$ cat src/rtl/debounce_edge.sv
// debounce_edge: glitch filter and edge detector on a registered level; edge_cnt built only with DEBOUNCE_EDGE_COUNT_EN.
module debounce_edge #(
    parameter int unsigned STABLE_CYCLES = 4,
    parameter logic        INIT_LEVEL    = 1'b0,
    parameter int unsigned CNT_W         = 8
) (
    input  logic             clk,
    input  logic             rst,
    input  logic             d_in,
    input  logic             cnt_clr,
    output logic             level_out,
    output logic             rise,
    output logic             fall,
    output logic             glitch,
    output logic [CNT_W-1:0] edge_cnt
);
    typedef enum logic {IDLE, CHECK} state_t;
    localparam logic [7:0] LAST = 8'(STABLE_CYCLES - 1);
    state_t     state_q, state_d;
    logic [7:0] cnt_q, cnt_d;
    logic       d_q, level_q, level_d;
    logic       rise_q, rise_d, fall_q, fall_d, glitch_q, glitch_d;
    logic       acc;
    always_ff @(posedge clk) begin
        if (rst) begin
            d_q      <= INIT_LEVEL;
            level_q  <= INIT_LEVEL;
            state_q  <= IDLE;
            cnt_q    <= '0;
            rise_q   <= 1'b0;
            fall_q   <= 1'b0;
            glitch_q <= 1'b0;
        end else begin
            d_q      <= d_in;
            level_q  <= level_d;
            state_q  <= state_d;
            cnt_q    <= cnt_d;
            rise_q   <= rise_d;
            fall_q   <= fall_d;
            glitch_q <= glitch_d;
        end
    end
    always_comb begin
        state_d  = state_q;
        cnt_d    = cnt_q;
        level_d  = level_q;
        rise_d   = 1'b0;
        fall_d   = 1'b0;
        glitch_d = 1'b0;
        acc      = 1'b0;
        case (state_q)
            IDLE: begin
                state_d = (d_q != level_q) ? CHECK : IDLE;
                cnt_d   = (d_q != level_q) ? 8'd1 : 8'd0;
            end
            CHECK: begin
                if (d_q == level_q) begin
                    state_d  = IDLE;
                    cnt_d    = '0;
                    glitch_d = 1'b1;
                end else if (cnt_q == LAST) begin
                    state_d = IDLE;
                    cnt_d   = '0;
                    level_d = ~level_q;
                    rise_d  = ~level_q;
                    fall_d  = level_q;
                    acc     = 1'b1;
                end else begin
                    cnt_d = cnt_q + 8'd1;
                end
            end
            default: state_d = IDLE;
        endcase
    end
    assign level_out = level_q;
    assign rise      = rise_q;
    assign fall      = fall_q;
    assign glitch    = glitch_q;
`ifdef DEBOUNCE_EDGE_COUNT_EN
    logic [CNT_W-1:0] edge_cnt_q;
    // Clear outranks a coincident acceptance.
    always_ff @(posedge clk) begin
        if (rst || cnt_clr) edge_cnt_q <= '0;
        else if (acc) edge_cnt_q <= edge_cnt_q + 1'b1;
    end
    assign edge_cnt = edge_cnt_q;
`else
    logic unused_cnt;
    assign unused_cnt = ^{cnt_clr, acc};
    assign edge_cnt   = '0;
`endif
endmodule
$ cat config.mk
export PLATFORM = sky130hd
export DESIGN_NAME = debounce_edge
export DESIGN_NICKNAME = d
export VERILOG_FILES = /design/src/rtl/debounce_edge.sv
export SDC_FILE = /design/constraint.sdc
export NUM_CORES = 1
export LEC_CHECK = 0
export CORE_MARGIN = 2
export CORE_UTILIZATION = 46
export CTS_BUF_LIST = sky130_fd_sc_hd__clkbuf_8
export DETAILED_ROUTE_END_ITERATION = 8
export GPL_TIMING_DRIVEN = 0
export PLACE_DENSITY = 0.79
export RECOVER_POWER = 25
export SLEW_MARGIN = 20
export SYNTH_ARGS = -nofsm -noshare
export SYNTH_HDL_FRONTEND = slang
export SYNTH_SLANG_ARGS = --single-unit
$ cat constraint.sdc
create_clock -name clk -period 2.55 [get_ports clk]
set_input_delay 0.3825 -clock clk [delete_from_list [all_inputs] [get_ports clk]]
set_output_delay 0.3825 -clock clk [all_outputs]
set_load 0.02 [all_outputs]
==> results of run 1 <==
-- cells in the final DEF (no fill, tap or decap), drive strengths merged --
cell            n
a211oi          2
a21o            1
a21oi           4
and2            1
buf             8
clkbuf          4
clkdlybuf4s50   5
conb            8
dfxtp          14
dlygate4sd3     1
ha              1
inv             1
nand2           4
nand2b          1
nand3           3
nand4           1
nor2            2
nor2b           3
nor3            1
nor3b           2
nor4            3
o21ai           3
o31ai           1
or3             2
or4             2
or4bb           1
xnor2           1
xor2            3
-- worst reg2reg max path, stage by stage (launching register included) --
cell     delay (ns)
dfxtp_1        0.37
ha_1           0.24
nor3b_1        0.33
and2_1         0.29
a21oi_1        0.09
-- how the worst max path moves through the flow --
| stage | start | end | slack [ns] | cells after the start |
|---|---|---|---|---|
| finish | level_out$_SDFFE_PP0P_ | level_out | 0.91 | 1 |
| CTS | level_out$_SDFFE_PP0P_ | level_out | 0.90 | 1 |
| floorplan | cnt_q[0]$_SDFF_PP0_ | level_out$_SDFFE_PP0P_ | 1.23 | 4 |
| global placement | rst | cnt_q[5]$_SDFF_PP0_ | 1.03 | 4 |
| detailed placement | rst | cnt_q[5]$_SDFF_PP0_ | 1.01 | 4 |
| global route | level_out$_SDFFE_PP0P_ | level_out | 0.85 | 1 |
-- final cells by class --
cell class | instances | area (µm²) | share of cell area
Buffer | 8 | 60.1 | 0.0773
Clock buffer | 4 | 55.1 | 0.0709
Inverter | 1 | 3.75 | 0.00483
Multi-Input combinational cell | 50 | 299 | 0.385
Sequential cell | 14 | 280 | 0.361
Tap cell | 15 | 18.8 | 0.0242
Timing Repair Buffer | 6 | 60.1 | 0.0773
-- logic make-up after synthesis --
group           count (synthesis)  share of synthesized area
simple gates                   26                      0.254
flops                          14                      0.454
compound gates                 11                      0.105
buf+inv                         9                      0.103
xor+xnor                        4                     0.0568
fa+ha+maj                       1                     0.0203
other cells                     1                    0.00608
-- where the power goes --
group	internal [W]	switching (W)	total [W]
logic	0.0000138	0.0000158	0.0000296
clock network	0.000137	0.0000749	0.000212
registers	0.000221	0.00000208	0.000224
total	0.000372	0.0000928	0.000465
-- Yosys cell counts (2+ instances only) --
master    instances
a211oi_1          2
a21oi_1           4
buf_4             8
dfxtp_1          14
nand2_1           4
nand3_1           3
nor2_1            2
nor2b_1           3
nor3b_1           2
nor4_1            3
o21ai_0           3
or3_1             2
xor2_1            3
-- routing by layer --
layer / track usage / up-vias / share of wire
met5: 0 / - / 0
met4: 0.125 / 0 / 0.019
met3: 0.0652 / 4 / 0.069
met2: 0.270 / 20 / 0.48
met1: 0.169 / 239 / 0.43
li1: - / 256 / -
-- metrics by stage --
stage	util	instances	instance area [µm²]	power, W
6_report	0.612	98	777	0.000465
5_1_grt	0.612	98	777	0.000486
4_1_cts	0.612	98	777	0.000472
3_5_place_dp	0.569	94	722	0.000258
3_3_place_gp	0.569	94	722	0.000258
2_1_floorplan	-	73	643	0.000252
-- state kept, by name, summed over array words and instances, names as in the netlist --
name       cells
state_q        1
glitch         1
cnt_q          8
level_out      1
rise           1
d_q            1
fall           1
==> reports/metrics.csv, run 1 <==
stage,metric,value,unit
routing,initial drt markers,6,
worst_setup_path,register-to-register setup slack,1.10,ns
die,Die X,40.6,µm
outcome,status,"complete, no violations",
yosys,"area leader, netlist",dfxtp_1,
routing,post-route DRC violation count,0,
placement,dpl ws,1.01,ns
timing,Setup WS post-layout,0.910,ns
clock_network,clk sinks,14,
worst_setup_path,arrival time worst endpoint,1.26,ns
routing,WL/cell,10.5,µm
die,IO Pins,16,
routing,vias per cell,5.30,
clock_network,H-tree levels,1,
layout,nets,89,
global_route,largest net degree at the start of global routing,9,
clock_network,Clock Latency Late Sink,0.24,ns
layout,share of layout cells above drive strength 1,0.157,
timing,RSZ-0062 raised after global routing,no,
yosys,Yosys cell types,26,
pwr,Pleak,0.306,nW
worst_setup_path,Worst setup EP type,primary output,
yosys,Post-synth EDFFs,0,
min_path,worst min-delay path startpoint,level_out$_SDFFE_PP0P_,
die,Die Ht,40.6,µm
clock_network,post_cts resized,0,
worst_setup_path,startpoint types,register,
yosys,ys async rst share,0,
worst_setup_path,"slowest stage delay, CP",0.63,ns
timing,fin. max-slew vios,0,
timing,period utilisation layout,0.643,
worst_setup_path,WS Path Type,register to primary output,
yosys,Mapped Cells,66,
timing,setup violators final,0,
clock_network,clock buffer depth,2,
pwr,PwrDens,598,nW/µm²
die,core area,1270,µm²
worst_setup_path,Reg2Reg Depth,4,
layout,diode count,0,
worst_setup_path,"delay-heaviest family, CP",buffers and inverters,
timing,Hold Fails Final Rpt,0,
clock_network,Post-CTS Setup Bufs,0,
die,initial core utilization,0.486,
min_path,hold crit path type,register to register,
placement,DP HPWL,753,µm
placement,GP Congestion,0.824,
yosys,Synth Area per Inst,9.35,µm²
clock_network,TritonCTS Buffers,3,
placement,port bufs,6,
yosys,Synth warnings,0,
yosys,Mapped Area,617,µm²
worst_setup_path,CP cell instances,clkdlybuf4s50_1,
routing,Final Routed Wirelength,1.03,mm
clock_network,"Reg clk slew, reported paths",0.05,ns
die,cell row count,13,
worst_setup_path,RR Endpoint,state_q$_SDFF_PP0_,
worst_setup_path,slowest cell on the critical path,clkdlybuf4s50_1,
global_route,Total GRT Usage,0.166,
worst_setup_path,CP required,2.17,ns
global_route,initial antenna violation count,0,
clock_network,CTS tree,yes,
layout,fill count,118,
clock_network,hold_buf cts,0,
routing,DR pass1 iterations,4,
pwr,Peak VDD IR,0.402,mV
run,max-cap violations,0,
global_route,final global-route overflow total,0,
clock_network,Root Driver,clkbuf_8,
routing,via count,519,
worst_setup_path,crit-path max FO,5,
routing,post-route ant nets,0,
min_path,Worst Hold Depth,2,
layout,Layout Area Growth over Synthesis,26.0,%
yosys,synth top area cells,"dfxtp_1, buf_4, xor2_1",
yosys,dominant synthesized flop cell,dfxtp_1,
timing,total negative slack,0,ns
worst_setup_path,RR Startpoint,cnt_q[0]$_SDFF_PP0_,
global_route,vias in the first global route,421,
timing,Fin Clk Skew,0.000717,ns
timing,fmax,610,MHz
worst_setup_path,crit path buf inv count,1,
timing,fin crit period,1.64,ns
timing,hold slack,0.487,ns
yosys,Synth top area share,0.454,
yosys,"Seq/Total Area, Yosys",0.454,
global_route,global-route wire length before repair,1.69,mm
yosys,Yosys reg bits,14,
die,die area,1650,µm²
min_path,WHS Endpoint,fall$_SDFF_PP0_,
No activity file was read; power rests on OpenSTA's default activity.
==> inputs of run 2 (changes only) <==
- CORE_UTILIZATION: 46 -> 44
- clock period: 2.55 -> 1.49 ns (I/O delays scaled with it)
==> run 2 against run 1 <==
Effect of this change:
- hold slack got worse by 0.0081 ns
- non-clock buffer count did not move
- sequential cell count did not move
- critical path depth grew 3
- critical endpoint is now level_out$_SDFFE_PP0P_
==> reports/metrics.csv, run 2 (synthesis gave the netlist of run 1 again) <==
stage,metric,value,unit
die,Die X,41.4,µm
layout,share of layout cells above drive strength 1,0.193,
routing,WL/cell,10.4,µm
timing,total negative slack,0,ns
die,core area,1300,µm²
routing,post-route ant nets,0,
pwr,Power Total,0.000795,W
die,cell row count,13,
worst_setup_path,Worst setup EP type,register,
layout,Layout Area Growth over Synthesis,27.2,%
worst_setup_path,crit-path max FO,4,
placement,GP Congestion,0.809,
timing,Setup WS post-layout,0.0996,ns
worst_setup_path,startpoint types,register,
timing,RSZ-0062 raised after global routing,no,
timing,period utilisation layout,0.933,
layout,Largest Register,cnt_q,
worst_setup_path,"slowest stage delay, CP",0.44,ns
routing,post-route DRC violation count,0,
pwr,Pleak,0.313,nW
clock_network,"Reg clk slew, reported paths",0.05,ns
routing,initial drt markers,6,
timing,Hold Fails Final Rpt,0,
global_route,global-route wire length before repair,1.84,mm
layout,max reg flops,8,
routing,via count,474,
layout,nets,89,
worst_setup_path,slowest cell on the critical path,or4bb_1,
worst_setup_path,WS Path Type,register to register,
clock_network,CTS tree,yes,
worst_setup_path,register-to-register setup slack,0.1,ns
die,die area,1720,µm²
clock_network,H-tree levels,1,
worst_setup_path,"delay-heaviest family, CP",simple AND/OR/NAND/NOR gates,
layout,diode count,0,
min_path,hold crit path type,register to register,
clock_network,clock buffer depth,2,
worst_setup_path,arrival time worst endpoint,1.52,ns
timing,fmax,719,MHz
pwr,PwrDens,1010,nW/µm²
timing,Fin Clk Skew,0.00131,ns
clock_network,clk sinks,14,
timing,fin crit period,1.39,ns
layout,"most common cell after layout, fill and taps aside",dfxtp_1,
worst_setup_path,crit path buf inv count,0,
layout,most frequent cells in the layout,"dfxtp_1, buf_4, conb_1",
placement,DP HPWL,740,µm
routing,DR pass1 iterations,3,
timing,fin. max-slew vios,0,
layout,post-route cell area,785,µm²
worst_setup_path,CP required,1.62,ns
placement,port bufs,6,
pwr,Peak VDD IR,0.565,mV
placement,dpl cell area,722,µm²
clock_network,Post-CTS Setup Bufs,0,
die,Die Ht,41.4,µm
global_route,final global-route overflow total,0,
global_route,Total GRT Usage,0.143,
clock_network,Clock Latency Late Sink,0.24,ns
routing,vias per cell,4.84,
outcome,status,"complete, no violations",
placement,dpl ws,0.0454,ns
global_route,vias in the first global route,449,
global_route,initial antenna violation count,0,
die,IO Pins,16,
clock_network,hold_buf cts,0,
clock_network,Root Driver,clkbuf_8,
worst_setup_path,CP cell instances,ha_2 > or4bb_1 > o21ai_0 > a21oi_1,
timing,setup violators final,0,
run,max-cap violations,0,
global_route,largest net degree at the start of global routing,9,
die,initial core utilization,0.474,
clock_network,TritonCTS Buffers,3,
routing,Final Routed Wirelength,1.02,mm
## run 2: per-layer routing
layer | share of wire | vias up | track usage
met5 | 0 | - | 0
met4 | 0.043 | 0 | 0.135
met3 | 0.043 | 5 | 0.0304
met2 | 0.45 | 10 | 0.203
met1 | 0.46 | 207 | 0.174
li1 | - | 252 | -
## run 2: worst reg2reg max path, delay by kind of cell (launching register included)
kind	cells	cell delay [ns]
fa+ha+maj	1	0.22
compound gates	2	0.27
simple gates	1	0.44
flops	1	0.35
## run 2: area by class of cell
class                   count  area, µm²
inverters                   1       3.75
fillers                   139        517
flip-flops and latches     14        282
clock buffers               4       55.1
repair buffers              6       58.8
multi-input cells          50        307
well taps                  15       18.8
plain buffers               8       60.1
## run 2: path summary, 6_finish.rpt
check	to	cells after the start	from
min reg2reg	state_q$_SDFF_PP0_	1	state_q$_SDFF_PP0_
min	state_q$_SDFF_PP0_	1	state_q$_SDFF_PP0_
max reg2reg	level_out$_SDFFE_PP0P_	4	cnt_q[1]$_SDFF_PP0_
max	level_out$_SDFFE_PP0P_	4	cnt_q[1]$_SDFF_PP0_
## run 2: metrics by stage
step	hold WS, ns	util	cells
floorplan	0.293	-	73
CTS	0.489	0.596	98
global route	0.512	0.603	98
global placement	0.476	0.555	94
finish	0.479	0.603	98
detailed placement	0.474	0.555	94
## run 2: where the power goes
group / internal, W / switching (W) / total [W] / leakage [nW]
clock: 0.000234 / 0.000128 / 0.000362 / 0.0288
combinational: 0.0000236 / 0.0000273 / 0.0000509 / 0.171
sequential: 0.000379 / 0.00000352 / 0.000383 / 0.114
total: 0.000637 / 0.000159 / 0.000795 / 0.313
## run 2: what timing repair did
item                                    CTS  global route
pin swaps                                 0             0
endpoints found under the setup margin    1             6
resized for setup                         1             3
